File: config.mk
export PLATFORM = sky130hd
export DESIGN_NAME = seq_restoring_divider
export DESIGN_NICKNAME = d
export VERILOG_FILES = /design/src/rtl/seq_restoring_divider.sv
export SDC_FILE = /design/constraint.sdc
export NUM_CORES = 1
export LEC_CHECK = 0
export BUFFER_PORTS_ARGS = -buffer_cell sky130_fd_sc_hd__buf_2
export CAP_MARGIN = 40
export CORE_MARGIN = 2
export CORE_UTILIZATION = 59
export DETAILED_ROUTE_END_ITERATION = 8
export GPL_TIMING_DRIVEN = 0
export PLACE_DENSITY = 0.93
export RECOVER_POWER = 25
export SLEW_MARGIN = 25
export SYNTH_ARGS = -nofsm -noshare
export SYNTH_HDL_FRONTEND = slang
export SYNTH_SLANG_ARGS = --single-unit
File: constraint.sdc
create_clock -name clk -period 3.7 [get_ports clk]
set_input_delay 0.925 -clock clk [delete_from_list [all_inputs] [get_ports clk]]
set_output_delay 0.925 -clock clk [all_outputs]
set_load 0.01 [all_outputs]
File: src/rtl/seq_restoring_divider.sv
// ---------------------------------------------------------------------------
// seq_restoring_divider
//
// Multi-cycle unsigned restoring divider. It produces one quotient bit per
// clock, MSB first. Paired with the 4x4 array multiplier: dividing m*q by m
// returns q with a zero remainder.
//
// Handshake: start is only looked at while busy=0. An accepted start with a
// non-zero divisor runs DIVIDEND_W iterations and then raises done. A zero
// divisor skips the iteration and flags div_by_zero on the same edge. done is
// a level and stays high until the next accepted start.
//
// Ports
//   clk          in   1           rising-edge clock
//   rst_n        in   1           asynchronous active-low reset
//   start        in   1           request a divide (ignored while busy)
//   dividend     in   DIVIDEND_W  unsigned dividend, sampled on accepted start
//   divisor      in   DIVISOR_W   unsigned divisor, sampled on accepted start
//   busy         out  1           high while iterating
//   done         out  1           results valid, held until next accepted start
//   div_by_zero  out  1           last accepted divisor was zero
//   quotient     out  DIVIDEND_W  unsigned quotient
//   remainder    out  DIVISOR_W   unsigned remainder (< divisor when divisor != 0)
// ---------------------------------------------------------------------------
module seq_restoring_divider #(
  parameter int DIVIDEND_W = 8,
  parameter int DIVISOR_W  = 4
) (
  input  logic                  clk,
  input  logic                  rst_n,
  input  logic                  start,
  input  logic [DIVIDEND_W-1:0] dividend,
  input  logic [DIVISOR_W-1:0]  divisor,
  output logic                  busy,
  output logic                  done,
  output logic                  div_by_zero,
  output logic [DIVIDEND_W-1:0] quotient,
  output logic [DIVISOR_W-1:0]  remainder
);

  // Iteration counter only has to reach DIVIDEND_W-1.
  localparam int CNT_W = (DIVIDEND_W > 1) ? $clog2(DIVIDEND_W) : 1;
  localparam logic [CNT_W-1:0] CNT_LAST = CNT_W'(DIVIDEND_W - 1);

  typedef enum logic [1:0] {
    IDLE = 2'd0,
    RUN  = 2'd1,
    DONE = 2'd2
  } state_t;

  state_t                  state_reg;
  logic [CNT_W-1:0]        cnt_reg;
  logic [DIVISOR_W-1:0]    divisor_reg;
  // Partial remainder carries one spare bit so the trial value never wraps.
  logic [DIVISOR_W:0]      r_reg;
  logic [DIVIDEND_W-1:0]   q_reg;
  logic                    busy_reg;
  logic                    done_reg;
  logic                    dbz_reg;
  logic [DIVIDEND_W-1:0]   quotient_reg;
  logic [DIVISOR_W-1:0]    remainder_reg;

  // One restoring step, computed from the current registers.
  logic [DIVISOR_W:0]      trial;
  logic [DIVISOR_W:0]      divisor_ext;
  logic                    fits;
  logic [DIVISOR_W:0]      r_next;
  logic [DIVIDEND_W-1:0]   q_next;
  logic                    accept;

  always_comb begin
    trial       = {r_reg[DIVISOR_W-1:0], q_reg[DIVIDEND_W-1]};
    divisor_ext = {1'b0, divisor_reg};
    fits        = (trial >= divisor_ext);
    r_next      = fits ? (trial - divisor_ext) : trial;
    q_next      = {q_reg[DIVIDEND_W-2:0], fits};
  end

  // A start is honoured whenever we are not iterating.
  assign accept = start && (state_reg != RUN);

  always_ff @(posedge clk or negedge rst_n) begin
    if (!rst_n) begin
      state_reg     <= IDLE;
      cnt_reg       <= '0;
      divisor_reg   <= '0;
      r_reg         <= '0;
      q_reg         <= '0;
      busy_reg      <= 1'b0;
      done_reg      <= 1'b0;
      dbz_reg       <= 1'b0;
      quotient_reg  <= '0;
      remainder_reg <= '0;
    end else begin
      case (state_reg)
        IDLE, DONE: begin
          if (accept) begin
            if (divisor == '0) begin
              // No iteration needed: publish the saturated result at once.
              state_reg     <= DONE;
              busy_reg      <= 1'b0;
              done_reg      <= 1'b1;
              dbz_reg       <= 1'b1;
              quotient_reg  <= '1;
              remainder_reg <= '0;
              divisor_reg   <= divisor;
              cnt_reg       <= '0;
            end else begin
              state_reg   <= RUN;
              busy_reg    <= 1'b1;
              done_reg    <= 1'b0;
              dbz_reg     <= 1'b0;
              divisor_reg <= divisor;
              r_reg       <= '0;
              q_reg       <= dividend;
              cnt_reg     <= '0;
            end
          end
        end

        RUN: begin
          // Operand inputs and start are not looked at here, so the
          // operation in flight cannot be disturbed.
          r_reg   <= r_next;
          q_reg   <= q_next;
          cnt_reg <= cnt_reg + CNT_W'(1);
          if (cnt_reg == CNT_LAST) begin
            state_reg     <= DONE;
            busy_reg      <= 1'b0;
            done_reg      <= 1'b1;
            quotient_reg  <= q_next;
            remainder_reg <= r_next[DIVISOR_W-1:0];
          end
        end

        default: begin
          state_reg <= IDLE;
          busy_reg  <= 1'b0;
          done_reg  <= 1'b0;
        end
      endcase
    end
  end

  assign busy        = busy_reg;
  assign done        = done_reg;
  assign div_by_zero = dbz_reg;
  assign quotient    = quotient_reg;
  assign remainder   = remainder_reg;

endmodule
# After elaboration in Yosys (flattened, before gate mapping)
# Index checks and enable logic that the tools add are counted.
# Widths: inputs -> output; s select.
dict set report totals {
  output_inout_bits 15
  register_bits 36
  input_bits 15
}
dict set report classes {
  n_addsub 2
  n_mux 29
  n_reduce_logical 10
  magnitude_cmp 1
  n_eq_ne 8
}
# operator n
set op_table {}
lappend op_table {{$mux 8} 5}
lappend op_table {{$pmux 8 s2} 2}
lappend op_table {{$mux 4} 6}
lappend op_table {{$pmux 4 s2} 2}
lappend op_table {{$ne 2x2->1 const B} 4}
lappend op_table {{$mux 1} 6}
lappend op_table {{$mux 2} 3}
lappend op_table {{$pmux 3 s2} 1}
lappend op_table {{$reduce_and 2->1} 3}
lappend op_table {{$ge 5x4->1} 1}
lappend op_table {{$logic_not 4->1} 1}
lappend op_table {{$pmux 1 s2} 2}
lappend op_table {{$pmux 2 s2} 1}
lappend op_table {{$reduce_and 4->1} 1}
lappend op_table {{$sub 4x4->4} 1}
lappend op_table {{$add 3x1->3 const B} 1}
lappend op_table {{$eq 3x3->1 const B} 1}
lappend op_table {{$mux 3} 1}
lappend op_table {{$reduce_and 3->1} 1}
lappend op_table {{$eq 2x1->1 const B} 1}
lappend op_table {{$eq 2x2->1 const B} 1}
lappend op_table {{$logic_not 2->1} 1}
lappend op_table {{$ne 2x1->1 const B} 1}
lappend op_table {{$reduce_bool 2->1} 1}
lappend op_table {{other kinds (2)} 2}

# Logic depth before layout (Yosys ltp)
dict set report depth {
  depth_word 4
  depth_mapped 6
}

# Worst setup path after synthesis
# Ideal clock, no wire load.
dict set report synth_path {
  path_kind {input to register}
  start {input divisor[1]}
  end {register q_reg[7]}
  setup_ns 0.082
  cell_stages 5
  path_slack_ns 1.884
  n_path_buf 1
  arrival_time_ns 1.735
  cell_sequence {nor4_4 nand2b_1 buf_4 nand2_1 a31oi_1}
}
dict set report synth_between {
  elab_chain_len 3
}
# element line_no
set synth_rtl {}
lappend synth_rtl {{from (decl)} 33} ;# input logic [DIVISOR_W-1:0] divisor,
lappend synth_rtl {{$logic_not 4->1} 98} ;# if (divisor == '0) begin
lappend synth_rtl {{$ne 2x2->1 (no line)} --}
lappend synth_rtl {{$reduce_and 3->1 (no line)} --}
lappend synth_rtl {{to (signal assigned)} 115} ;# q_reg <= dividend;
lappend synth_rtl {{to (signal assigned)} 125} ;# q_reg <= q_next;
lappend synth_rtl {{to (decl)} 56} ;# logic [DIVIDEND_W-1:0] q_reg;
# Every way passes these cells.
# A chain may end at the register's enable or synchronous reset.

==> flow_summary.yaml <==
yosys:
  synth-seq-cells: 35
  async_flop_share: 1.000
  synth_edf_count: 0
  syn-instance-count: 164
  synthesis.area_mm2: 0.001677
  synth_seq_area_share: 0.5224
  ys.warnings.count: 0
  synth_cell_types: 35
  postSynthAreaPerCell_um2: 10.22
  ys.flop_type: "dfrtp_1"
  syn_nets: 186
floorplanning:
  dieArea_mm2: 0.003284
  rows: 19
  die_w_um: 57.31
  start_util: 0.6133
  io_pins: 30
  coreArea_mm2: 0.002734
  die_h_um: 57.31
global_routing:
  grt_pass1_wl_um: 6244
  grt_antenna_before_repair: 0
  overflow: 0
  grt_pass1_vias: 1405
  grt_use_total: 0.2535
  grt_max_degree: 36
timing:
  setup_viol: 0
  finalSetupTns_ns: 0
  setup_ws_ns: 1.547
  slew_headroom: 0.04546
  fin_crit_sh: 0.5818
  max_clock_freq_mhz: 464.5
  fin_crit_ns: 2.153
  slew_violations: 0
  worst_pin_slew_ns: 1.432
  finClkSkew_ns: 0.006116
  rsz0062_at_grt: "no"
  final_hold_viol_count: 0
  hold_ws_ns: 0.4810
worst_setup_path:
  critPathTopFamily: "buffers and inverters"
  worstPathCellList: "clkbuf_1, clkbuf_1"
  cp_slowest_cell: "clkbuf_1"
  cp_max_fo: 27
  critPathBufInv: 2
  cpMostUsedCell: "clkbuf_1"
  rr_startpoint: "r_reg[1]"
  timing.rr.end: "remainder[0]"
  required_ns: 3.92
  endpoint_kind: "asynchronous set/reset pin"
  r2r_slack_ns: 1.90
  worstSetupStartpointType: "input pin"
  critical_path_class: "input pin to asynchronous set/reset pin"
  reg2reg_depth: 5
  worstPathArrival_ns: 2.38
  slowest_delay_ns: 1.09
detailed_routing:
  route.detailed.drc: 0
  avgRoutedWirePerCell_um: 15.92
  finalWirelength_um: 3710
  vias_per_cell: 5.974
  drt-initial-drc-count: 57
  postRouteAntennaNets: 0
  dr.pass1.iters: 4
  via_count: 1392
pwr:
  clkPwrFrac: 0.173
  p_switching_uw: 793.5
  seq_power_share: 0.351
  swShare: 0.4000
  finalPower_mw: 1.984
  internal_power_mw: 1.190
  peakVddDrop_uv: 624.3
  power_frac_comb: 0.476
  power_density_mw_per_mm2: 1010
  leakagePower_nw: 0.9043
placement:
  routabilityCongestion: 0.8022
  dp_worst_setup_slack_ns: 1.492
  dp_hpwl_um: 2657
  port_buffers: 29
  placed_cell_area_mm2: 0.001861
  dp_cells: 224
clock_network:
  cts_made_buffers: 5
  ctsHoldBuffers: 0
  clock_latency_ns: 0.34
  htree_levels: 2
  cts_tree: "yes"
  cts_buffer_depth: 2
  cts.clk_slew.worst_paths_ns: 0.11
  cts_resized: 0
  clock-sinks: 35
  postCtsSetupRepairBufs: 0
  clockRootBuffer: "clkbuf_4"
finish:
  postLayoutCellArea_mm2: 0.001964
  syn2layout_area_growth_pct: 17.16
  layout.nets: 223
  diodes: 0
  layout-drive-gt1-share: 0.2277
  final_cells: 233
  fin_util: 0.7185
  fillers: 201
outcome:
  status: "finished, final reports clean"
flow_run:
  maxCapViolations: 0
hold_path:
  hold_path_class: "input pin to asynchronous set/reset pin"
-- routing by layer --
layer	vias up	global-route usage	share of wire
met5	-	0	0
met4	0	0.07641	0.014
met3	6	0.07483	0.048
met2	36	0.4483	0.52
met1	693	0.2980	0.42
li1	657	-	-
-- final cells by class --
class | count | area [um2] | area share
Clock inverter | 2 | 60.06 | 0.03057
Buffer | 7 | 35.03 | 0.01783
Clock buffer | 6 | 41.29 | 0.02102
Inverter | 6 | 22.52 | 0.01146
Tap cell | 31 | 38.79 | 0.01975
Multi-Input combinational cell | 116 | 743.2 | 0.3783
Timing Repair Buffer | 30 | 147.6 | 0.07516
Sequential cell | 35 | 875.8 | 0.4459
-- worst max-delay path by stage --
stage                     slack [ns]            to  cells after the start       start
final                           1.55      q_reg[1]                      2       rst_n
after global routing            1.17      q_reg[1]                      2       rst_n
after CTS                       1.75          done                      1        done
after detailed placement        1.49  remainder[0]                      6       start
after global placement          1.58  remainder[0]                      6       start
after floorplan                 1.88      q_reg[7]                      5  divisor[1]
-- power by group through the flow --
stage	Combinational, mW	Clock, mW	Sequential [mW]
after CTS	0.939	0.349	0.695
after global placement	0.876	0	0.687
after detailed placement	0.931	0	0.703
after floorplan	0.645	0	0.708
final	0.944	0.344	0.696
after global routing	1.05	0.363	0.715
-- layout by cell type (no fill, tap or decap), types with 3 or more instances in the layout --
cell | Yosys | routed
o21ai_0 | 6 | 6
o21ai_1 | 6 | 6
nand2_1 | 27 | 27
dfrtp_1 | 35 | 35
o31ai_1 | 6 | 6
a22o_1 | 3 | 3
buf_2 | 4 | 32
nor3_1 | 4 | 4
inv_1 | 6 | 6
a21boi_1 | 3 | 3
mux2_2 | 3 | 3
ha_1 | 6 | 6
a21oi_1 | 3 | 3
clkbuf_1 | 2 | 5
nand2b_1 | 4 | 4
clkbuf_4 | 0 | 5
nor2_1 | 11 | 11
o22a_1 | 7 | 7
a31oi_1 | 7 | 7
nand3_1 | 3 | 3
-- cells in the mapped netlist (all sizes together), types with 2 or more instances --
library cell	n	share of area
nand3	3	0.0090
inv	6	0.013
xnor2	2	0.010
nand2b	4	0.015
o21ai	12	0.036
mux2	3	0.020
nor3	4	0.012
ha	6	0.045
o31ai	6	0.027
a22o	3	0.016
dfrtp	35	0.52
a21boi	3	0.013
buf	5	0.016
nor2	11	0.025
clkbuf	2	0.0045
o22a	7	0.037
nand2	27	0.060
a21oi	3	0.0090
nor2b	2	0.0075
a31oi	7	0.026
-- logic make-up (layout without fill, tap and decap cells) --
logic type / count (synthesis) / count (layout) / synth area share
AOI/OAI and AO/OA: 46 / 46 / 0.1888
xor gates and xnor gates: 2 / 2 / 0.01045
adders and majority gates: 7 / 7 / 0.05672
buffers and inverters: 13 / 51 / 0.03433
DFF: 35 / 35 / 0.5224
muxes: 4 / 4 / 0.02612
and+or+nand+nor: 57 / 57 / 0.1612
Note: power is estimated with default switching activity, not from simulation.
